File: src/rtl/pe_io_pkg.sv
// Shared types and helpers for the PE I/O sequencer: FSM state encoding,
// default counter width and the counter-is-zero test used by every channel.
package pe_io_pkg;

    localparam int CNT_WIDTH_DEF = 16;

    typedef enum logic [2:0] {
        ST_IDLE   = 3'd0,
        ST_FILTER = 3'd1,
        ST_STREAM = 3'd2,
        ST_DRAIN  = 3'd3,
        ST_DONE   = 3'd4
    } state_e;

    function automatic logic cnt_is_zero(input logic [CNT_WIDTH_DEF-1:0] cnt);
        return (cnt == {CNT_WIDTH_DEF{1'b0}});
    endfunction

endpackage

File: src/rtl/pe_push_channel.sv
// One push channel: remaining-word counter plus ready/push gating from a
// valid/ready source into a PE input FIFO.
import pe_io_pkg::*;

module pe_push_channel #(
    parameter int WIDTH = 16
) (
    input  logic                     clk,
    input  logic                     reset,
    input  logic                     load,
    input  logic [CNT_WIDTH_DEF-1:0] load_count,
    input  logic                     active,
    input  logic [WIDTH-1:0]         data_in,
    input  logic                     data_in_valid,
    output logic                     data_in_ready,
    output logic [WIDTH-1:0]         data,
    output logic                     push,
    input  logic                     fifo_full,
    output logic                     drained
);

    localparam logic [CNT_WIDTH_DEF-1:0] CNT_ONE = {{(CNT_WIDTH_DEF-1){1'b0}}, 1'b1};

    logic [CNT_WIDTH_DEF-1:0] rem_r;
    logic                     rem_zero_s;

    assign rem_zero_s    = cnt_is_zero(rem_r);
    // Ready is independent of valid so the source may legally wait on it.
    assign data_in_ready = active & ~rem_zero_s & ~fifo_full;
    assign push          = data_in_ready & data_in_valid;
    assign data          = data_in;
    // True already in the cycle of the final push so the FSM can advance then.
    assign drained       = rem_zero_s | (push & (rem_r == CNT_ONE));

    // Remaining-word counter: loaded on an accepted start, decremented per push.
    always_ff @(posedge clk or negedge reset) begin
        if (!reset) begin
            rem_r <= {CNT_WIDTH_DEF{1'b0}};
        end else if (load) begin
            rem_r <= load_count;
        end else if (push) begin
            rem_r <= rem_r - CNT_ONE;
        end else begin
            rem_r <= rem_r;
        end
    end

endmodule

File: src/rtl/pe_io_sequencer.sv
// Initiator-side sequencer for one PE wrapper: pushes filter, then ifmap and
// ipsum words into the PE FIFOs while draining opsum words into a registered sink.
import pe_io_pkg::*;

module pe_io_sequencer #(
    parameter int DATA_WIDTH_IFMAP  = 16,
    parameter int DATA_WIDTH_FILTER = 64,
    parameter int DATA_WIDTH_PSUM   = 64,
    parameter int CNT_WIDTH         = CNT_WIDTH_DEF
) (
    input  logic                         clk,
    input  logic                         reset,
    input  logic                         start,
    input  logic [CNT_WIDTH-1:0]         num_filter,
    input  logic [CNT_WIDTH-1:0]         num_ifmap,
    input  logic [CNT_WIDTH-1:0]         num_ipsum,
    input  logic [CNT_WIDTH-1:0]         num_opsum,
    output logic                         busy,
    output logic                         done,
    input  logic [DATA_WIDTH_FILTER-1:0] filter_in,
    input  logic [DATA_WIDTH_IFMAP-1:0]  ifmap_in,
    input  logic [DATA_WIDTH_PSUM-1:0]   ipsum_in,
    input  logic                         filter_in_valid,
    input  logic                         ifmap_in_valid,
    input  logic                         ipsum_in_valid,
    output logic                         filter_in_ready,
    output logic                         ifmap_in_ready,
    output logic                         ipsum_in_ready,
    output logic [DATA_WIDTH_FILTER-1:0] filter,
    output logic [DATA_WIDTH_IFMAP-1:0]  ifmap,
    output logic [DATA_WIDTH_PSUM-1:0]   ipsum,
    output logic                         push_filter,
    output logic                         push_ifmap,
    output logic                         push_ipsum,
    input  logic                         filter_fifo_full,
    input  logic                         ifmap_fifo_full,
    input  logic                         ipsum_fifo_full,
    input  logic [DATA_WIDTH_PSUM-1:0]   opsum,
    output logic                         pop_opsum,
    input  logic                         opsum_fifo_empty,
    output logic [DATA_WIDTH_PSUM-1:0]   opsum_out,
    output logic                         opsum_out_valid,
    input  logic                         opsum_out_ready
);

    state_e                       state_r;
    logic [CNT_WIDTH-1:0]         rem_opsum_r;
    logic [DATA_WIDTH_PSUM-1:0]   opsum_out_r;
    logic                         opsum_out_valid_r;
    logic                         load_s;
    logic                         filter_drained_s;
    logic                         ifmap_drained_s;
    logic                         ipsum_drained_s;
    logic                         drain_active_s;

    assign load_s          = (state_r == ST_IDLE) & start;
    assign drain_active_s  = (state_r == ST_STREAM) | (state_r == ST_DRAIN);
    assign busy            = (state_r != ST_IDLE);
    assign done            = (state_r == ST_DONE);
    assign opsum_out       = opsum_out_r;
    assign opsum_out_valid = opsum_out_valid_r;
    // Pop only when the output register is empty or being emptied this cycle.
    assign pop_opsum       = drain_active_s & ~cnt_is_zero(rem_opsum_r) & ~opsum_fifo_empty
                           & (~opsum_out_valid_r | opsum_out_ready);

    pe_push_channel #(.WIDTH(DATA_WIDTH_FILTER)) u_filter (
        .clk(clk), .reset(reset), .load(load_s), .load_count(num_filter),
        .active(state_r == ST_FILTER), .data_in(filter_in), .data_in_valid(filter_in_valid),
        .data_in_ready(filter_in_ready), .data(filter), .push(push_filter),
        .fifo_full(filter_fifo_full), .drained(filter_drained_s)
    );

    pe_push_channel #(.WIDTH(DATA_WIDTH_IFMAP)) u_ifmap (
        .clk(clk), .reset(reset), .load(load_s), .load_count(num_ifmap),
        .active(state_r == ST_STREAM), .data_in(ifmap_in), .data_in_valid(ifmap_in_valid),
        .data_in_ready(ifmap_in_ready), .data(ifmap), .push(push_ifmap),
        .fifo_full(ifmap_fifo_full), .drained(ifmap_drained_s)
    );

    pe_push_channel #(.WIDTH(DATA_WIDTH_PSUM)) u_ipsum (
        .clk(clk), .reset(reset), .load(load_s), .load_count(num_ipsum),
        .active(state_r == ST_STREAM), .data_in(ipsum_in), .data_in_valid(ipsum_in_valid),
        .data_in_ready(ipsum_in_ready), .data(ipsum), .push(push_ipsum),
        .fifo_full(ipsum_fifo_full), .drained(ipsum_drained_s)
    );

    // Transfer FSM together with the opsum counter and registered sink stage.
    always_ff @(posedge clk or negedge reset) begin
        if (!reset) begin
            state_r           <= ST_IDLE;
            rem_opsum_r       <= {CNT_WIDTH{1'b0}};
            opsum_out_r       <= {DATA_WIDTH_PSUM{1'b0}};
            opsum_out_valid_r <= 1'b0;
        end else begin
            if (load_s) begin
                rem_opsum_r <= num_opsum;
            end else if (pop_opsum) begin
                rem_opsum_r <= rem_opsum_r - {{(CNT_WIDTH-1){1'b0}}, 1'b1};
            end else begin
                rem_opsum_r <= rem_opsum_r;
            end

            if (pop_opsum) begin
                opsum_out_r       <= opsum;
                opsum_out_valid_r <= 1'b1;
            end else if (opsum_out_valid_r & opsum_out_ready) begin
                opsum_out_valid_r <= 1'b0;
            end else begin
                opsum_out_valid_r <= opsum_out_valid_r;
            end

            case (state_r)
                ST_IDLE: begin
                    if (start) begin
                        state_r <= cnt_is_zero(num_filter) ? ST_STREAM : ST_FILTER;
                    end
                end
                ST_FILTER: begin
                    if (filter_drained_s) begin
                        state_r <= ST_STREAM;
                    end
                end
                ST_STREAM: begin
                    if (ifmap_drained_s & ipsum_drained_s) begin
                        state_r <= ST_DRAIN;
                    end
                end
                ST_DRAIN: begin
                    if (cnt_is_zero(rem_opsum_r) & ~opsum_out_valid_r) begin
                        state_r <= ST_DONE;
                    end
                end
                ST_DONE: begin
                    state_r <= ST_IDLE;
                end
                default: begin
                    state_r <= ST_IDLE;
                end
            endcase
        end
    end

endmodule
File: config.mk
export PLATFORM = sky130hd
export DESIGN_NAME = pe_io_sequencer
export DESIGN_NICKNAME = d
export VERILOG_FILES = /design/src/rtl/pe_io_pkg.sv /design/src/rtl/pe_push_channel.sv /design/src/rtl/pe_io_sequencer.sv
export SDC_FILE = /design/constraint.sdc
export NUM_CORES = 1
export LEC_CHECK = 0
export CAP_MARGIN = 30
export CORE_AREA = 2 2 195 197
export CTS_CLUSTER_DIAMETER = 100
export DETAILED_ROUTE_END_ITERATION = 7
export DIE_AREA = 0 0 197 199
export MAX_ROUTING_LAYER = met4
export SYNTH_ARGS = -nofsm -noshare
export SYNTH_HDL_FRONTEND = slang
export SYNTH_SLANG_ARGS = --single-unit
File: constraint.sdc
create_clock -name clk -period 7.2 [get_ports clk]
set_clock_uncertainty 0.05 [all_clocks]
set_input_delay 0.72 -clock clk [delete_from_list [all_inputs] [get_ports clk]]
set_output_delay 0.72 -clock clk [all_outputs]
set_load 0.005 [all_outputs]
==> results by group <==
Power
  – Clock Power Share: 0.257
  – Static leakage: 4.03 nW
  – Sequential power share: 0.399
  – Power share of the combinational group: 0.344
  – Sw Share: 0.354
  – PD cells: 329 nW/um^2
  – P_sw: 1.15 mW
  – Internal cell power: 2.10 mW
  – Max rail drop VDD: 0.000160 V

Clock tree
  – Clk Latency, worst-skew pair: 0.44 ns
  – Post-CTS setup buffer count: 0
  – Num Clock Sinks: 132
  – CTS tree: done
  – Hold_buf cts: 0
  – Cts bufs inserted: 17
  – Root buffer cell: clkbuf_16
  – CTS resizes: 0
  – Clock Tree Buf Depth: 2
  – Clock slew at reported path FFs: 0.06 ns
  – H-tree levels: 4

Floorplan
  – FP Rows: 71
  – Placeable Area: 37100 sq um
  – Initial core utilization: 0.209
  – Die Wd: 197 microns
  – Die ar.: 39200 sq um
  – I/O pin count: 501
  – Die H: 199 microns

Setup path
  – Crit path kind: in2out
  – CP Launch Type: input port
  – Worst Setup EP: pop_opsum
  – RR Endpoint: rem_opsum_r[9]
  – WP data required: 6.43 ns
  – R2r worst-path depth: 7
  – Worst flop-to-flop path startpoint: state_r[2]
  – Critical path peak fanout: 82
  – Worst Path Arrival: 3.59 ns
  – Setup crit start: opsum_fifo_empty
  – CP endpoint kind: output pin
  – R2r setup slk: 4.18 ns

GRT
  – Vias in the first global route: 6266
  – Initial antenna violation count: 3
  – Largest net degree at the start of global routing: 83
  – Total track usage: 0.125
  – Gr ovfl total: 0
  – First-pass GRT wire length: 35900 microns

Synth
  – Cells after Synth: 903
  – Most frequent cell after synthesis: nand2_1
  – Post-synth top area share: 0.427
  – Post-synthesis sequential area ratio: 0.427
  – Syn_nets: 1196
  – Synth cell types: 61
  – Syn Area/Cell: 8.58 sq um
  – Synth area leader: dfrtp_1
  – Ys async rst share: 1.00
  – Dominant cells by area after synthesis: dfrtp_1, buf_4, nand2_1
  – Commonest cells post-synth: nand2_1, buf_4, dfrtp_1
  – Ys flop type: dfrtp_1
  – Synthesis Warnings: 0
  – Post-synth EDFFs: 0
  – Synth Register Bits: 132
  – Synthesized area: 7740 sq um

Placement
  – GP Congestion: 0.814
  – Input/output buffers: 212
  – DP Wirelength: 17400 microns

Timing
  – Final Slew Violations: 0
  – Clock period minus worst slack: 4.36 ns
  – Final Hold Fails: 0
  – Actual slew at the worst max-slew pin: 0.869 ns
  – Maximum operating frequency: 0.229 GHz
  – Final period utilization: 0.605
  – Final setup viols: 0
  – RSZ-0062 raised after global routing: false
  – Max-slew headroom: 0.420
  – TNS Setup: 0 ns

Final layout
  – Multi-input logic area: 3150 sq um
  – Synth-to-Final Area Change: 27.5%
  – Register area: 3300 sq um
  – Fin util: 0.266
  – Share of layout cells above drive strength 1: 0.0654
  – NumNets Final: 1258
  – Fillcell total: 3988

Route
  – DR vias/cell: 4.41
  – DR iter-0 viols: 240
  – Drt wl/cell: 16.1 microns
  – Routed WL: 23500 microns
  – Drt pass-1 iters: 4
  – Drt drc: 0
  – Via count: 6415
  – Post-route ant nets: 0

Job
  – Max cap viols: 0

Worst hold path
  – Tightest Hold Check Type: in2async

Run status
  – Status: finished clean
==> how the worst min path moves through the flow <==
stage                                     to  slack (ns)  depth (start not counted)           from
final                     u_filter.rem_r[15]        0.21                          1          reset
after detailed placement       opsum_out[36]        0.41                          2  opsum_out[36]
after global routing      u_filter.rem_r[15]        0.26                          1          reset
after global placement         opsum_out[46]        0.41                          2  opsum_out[46]
after floorplan                 opsum_out[0]        0.37                          0          reset
after CTS                 u_filter.rem_r[15]        0.23                          1          reset
==> metal layers <==
metal | GRT usage | vias to the layer above | wire length (microns)
met5 | - | - | 0
met4 | 0.0693 | 0 | 992
met3 | 0.0436 | 93 | 1920
met2 | 0.190 | 286 | 10700
met1 | 0.143 | 2971 | 9860
li1 | - | 3065 | -
==> cells in the final DEF, fill, tap and decap left out, types with 17 or more instances in the layout <==
| cell type | Yosys | final |
|---|---|---|
| a21oi_1 | 19 | 19 |
| clkbuf_16 | 0 | 17 |
| clkdlybuf4s50_1 | 0 | 211 |
| dfrtp_1 | 132 | 132 |
| inv_1 | 19 | 19 |
| nand2_1 | 248 | 248 |
| nor2_1 | 33 | 33 |
| nor3_1 | 32 | 32 |
| nor4_1 | 20 | 20 |
| o21ai_0 | 33 | 33 |
| xnor2_1 | 25 | 25 |
==> stage by stage <==
stage	cell area [sq um]	worst slack [ns]	total power [mW]	cells	hold WS, ns
after CTS	9860	2.84	3.30	1452	0.233
after global placement	9300	2.90	2.40	1419	0.407
final	9870	2.84	3.25	1455	0.214
after global routing	9870	2.57	3.50	1455	0.260
after detailed placement	9300	2.85	2.43	1420	0.412
after floorplan	7740	4.60	1.91	903	0.374
==> worst max-delay path: stages <==
cell and delay, ns:
clkdlybuf4s50_1 0.48, nor3b_1 0.46, nand2_1 0.31, a21o_2 0.28
inv_2 0.04, buf_4 0.61, clkdlybuf4s50_1 0.64
==> cells by family (layout without fill, tap and decap cells) <==
group / Yosys count / count (layout) / share of synthesized area
xor+xnor: 29 / 29 / 0.0328
buf+inv: 198 / 273 / 0.168
other cells: 0 / 3 / 0
flops: 132 / 132 / 0.427
fa+ha+maj: 10 / 10 / 0.0162
compound gates: 108 / 108 / 0.0937
mux: 5 / 5 / 0.00679
simple gates: 421 / 421 / 0.256
==> layout make-up <==
type / instances / area share
flip-flops and latches: 132 / 0.335
multi-input cells: 573 / 0.319
repair buffers: 220 / 0.221
well taps: 474 / 0.0601
clock buffers: 18 / 0.0445
clock inverters: 14 / 0.0120
inverters: 21 / 0.00824
diodes: 3 / 0.000761
==> power groups by stage <==
stage                     clock (mW)  sequential (mW)  combinational, mW
after global routing           0.901             1.34               1.26
after floorplan                    0             1.26              0.649
after global placement             0             1.29               1.11
final                          0.835             1.30               1.12
after detailed placement           0             1.30               1.13
after CTS                      0.870             1.29               1.13
==> state kept, by name, indices dropped and copies added (netlist names) <==
name,cells
u_ifmap.rem_r,16
opsum_out,64
u_ipsum.rem_r,16
u_filter.rem_r,16
state_r,3
rem_opsum_r,16
opsum_out_valid,1
(Power assumes the default switching activity.)
==> RTL change: new RTL, same flow settings <==
Encoding of `state_e`: now one-hot (5 bits for 5 states).
--- a/src/rtl/pe_io_pkg.sv
+++ b/src/rtl/pe_io_pkg.sv
@@ -6,8 +6,8 @@
 
-    typedef enum logic [2:0] {
-        ST_IDLE   = 3'd0,
-        ST_FILTER = 3'd1,
-        ST_STREAM = 3'd2,
-        ST_DRAIN  = 3'd3,
-        ST_DONE   = 3'd4
+    typedef enum logic [4:0] {
+        ST_IDLE   = 5'b00001,
+        ST_FILTER = 5'b00010,
+        ST_STREAM = 5'b00100,
+        ST_DRAIN  = 5'b01000,
+        ST_DONE   = 5'b10000
     } state_e;
Behaviour: same outputs for any inputs over 4 cycles, from zero or initial values and one cycle with reset low; so few cycles prove little.
==> RTL change against the original RTL <==
Largest cell class unchanged; sequential cell count up 2; setup slack better by 250 ps; routed wire length up 5.5%; fmax up 6.1%; area after synthesis up 2.9%; count of clock-buffer cells in the layout down 1; power up 10%; cell area up 2.0%.
==> RTL change: results (changes against the original RTL) <==
Layout
  – Ant diodes: 0 (-3)
  – Final nets: 1,279 (+1.7%)
  – Fillcell total: 3,969 (-0.48%)
  – Layout Cells excl Fill: 1,473 (+1.2%)

Yosys
  – Syn nets: 1,226 (+2.5%)
  – Area contributors post-synth: dfrtp_1, buf_4, nand2_1, nor2_1, xnor2_1
  – Distinct cell type count after synthesis: 66 (+8.2%)
  – Avg Cell Area, Syn: 8.541 um2 (-0.40%)
  – Top cells by count, synth: nand2_1, buf_4, dfrtp_1
  – Post-synthesis sequential area ratio: 42.09% (-0.56 points)

Setup path
  – Crit-path max FO: 13 (-84%)
  – R2r worst-path depth: 10 (+3)
  – FF-to-FF End: rem_opsum_r[5]$_DFFE_PN0P_
  – R2R setup slack: 4020 ps (-160 ps)

Global route
  – Met1 usage: 15.05% (+0.73 points)
  – Pin count of the biggest net entering global routing: 79 (-4.8%)
  – Met3 usage: 4.001% (-0.36 points)
  – Initial antenna violation count: 1 (-2)
  – GRT Total Usage: 13.22% (+0.75 points)
  – Global-route wire length before repair: 37,990 um (+5.9%)

Placed design
  – Setup WS pre-CTS: 3453 ps (+599.0 ps)
  – Routability cong.: 0.8362 (+2.7%)
  – Placed Area: 9477 um2 (+1.9%)
  – Post-Place Cells: 1,440 (+1.4%)

Power
  – Combinational power share: 36.4% (+2.0 points)
  – Int Pwr: 2.241 mW (+6.8%)
  – Max VDD drop: 0.1615 mV (+1.1%)
  – Static Leakage: 4.154 nW (+3.1%)

Route
  – Wire length on met1: 10,320 um (+4.7%)
  – Drt pass-1 iters: 5 (+1)
  – Final wirelength: 24,760 um (+5.5%)
  – Vias post-DR: 6,570 (+2.4%)

Timing
  – Tcrit/Tclk final: 57.04% (-3.5 points)

Status
  – Status: completed
==> RTL change: cell count changes after synthesis, sizes merged, moves of 6 or more <==
| cell | change |
|---|---|
| nor3 | -11 |
| o211ai | +14 |
| xor2 | +14 |
| xnor2 | -6 |
| clkbuf | +11 |
| or4 | -7 |
| nor2 | +12 |
| nor3b | -6 |
| nand4 | +9 |
| nand3 | +11 |
==> RTL change: cell type report <==
| type | instances | area (um2) | share of cell area, % |
|---|---|---|---|
| Inverter | 17 | 63.81 | 0.6341 |
| Tap cell | 474 | 593.1 | 5.893 |
| Sequential cell | 134 | 3354 | 33.33 |
| Clock inverter | 15 | 156.4 | 1.554 |
| Multi-Input combinational cell | 596 | 3292 | 32.71 |
| Clock buffer | 17 | 425.4 | 4.227 |
| Timing Repair Buffer | 220 | 2178 | 21.65 |
==> RTL change: cell families after synthesis <==
family / after synthesis / share of synthesized area, %
flops: 134 / 42.09
fa+ha+maj: 10 / 1.570
xor+xnor: 37 / 4.067
compound gates: 123 / 10.49
simple gates: 423 / 24.64
buf+inv: 203 / 16.75
mux: 3 / 0.3925
==> RTL change: critical path, stage by stage (launching register included) <==
cell and delay (ps):
dfrtp_1 420, nor4_2 470, nand2_1 290, o31ai_2 920, inv_2 270, clkdlybuf4s50_1 530
==> RTL change: worst max-delay path by stage <==
stage                                       start           to  slack (ps)
finish              u_filter.rem_r[4]$_DFFE_PN0P_  push_filter        3090
floorplan              rem_opsum_r[0]$_DFFE_PN0P_    pop_opsum        4650
CTS                 u_filter.rem_r[4]$_DFFE_PN0P_  push_filter        3080
global placement                   ipsum_in_valid   push_ipsum        3240
detailed placement                opsum_out_ready    pop_opsum        3450
global route        u_filter.rem_r[4]$_DFFE_PN0P_  push_filter        2810
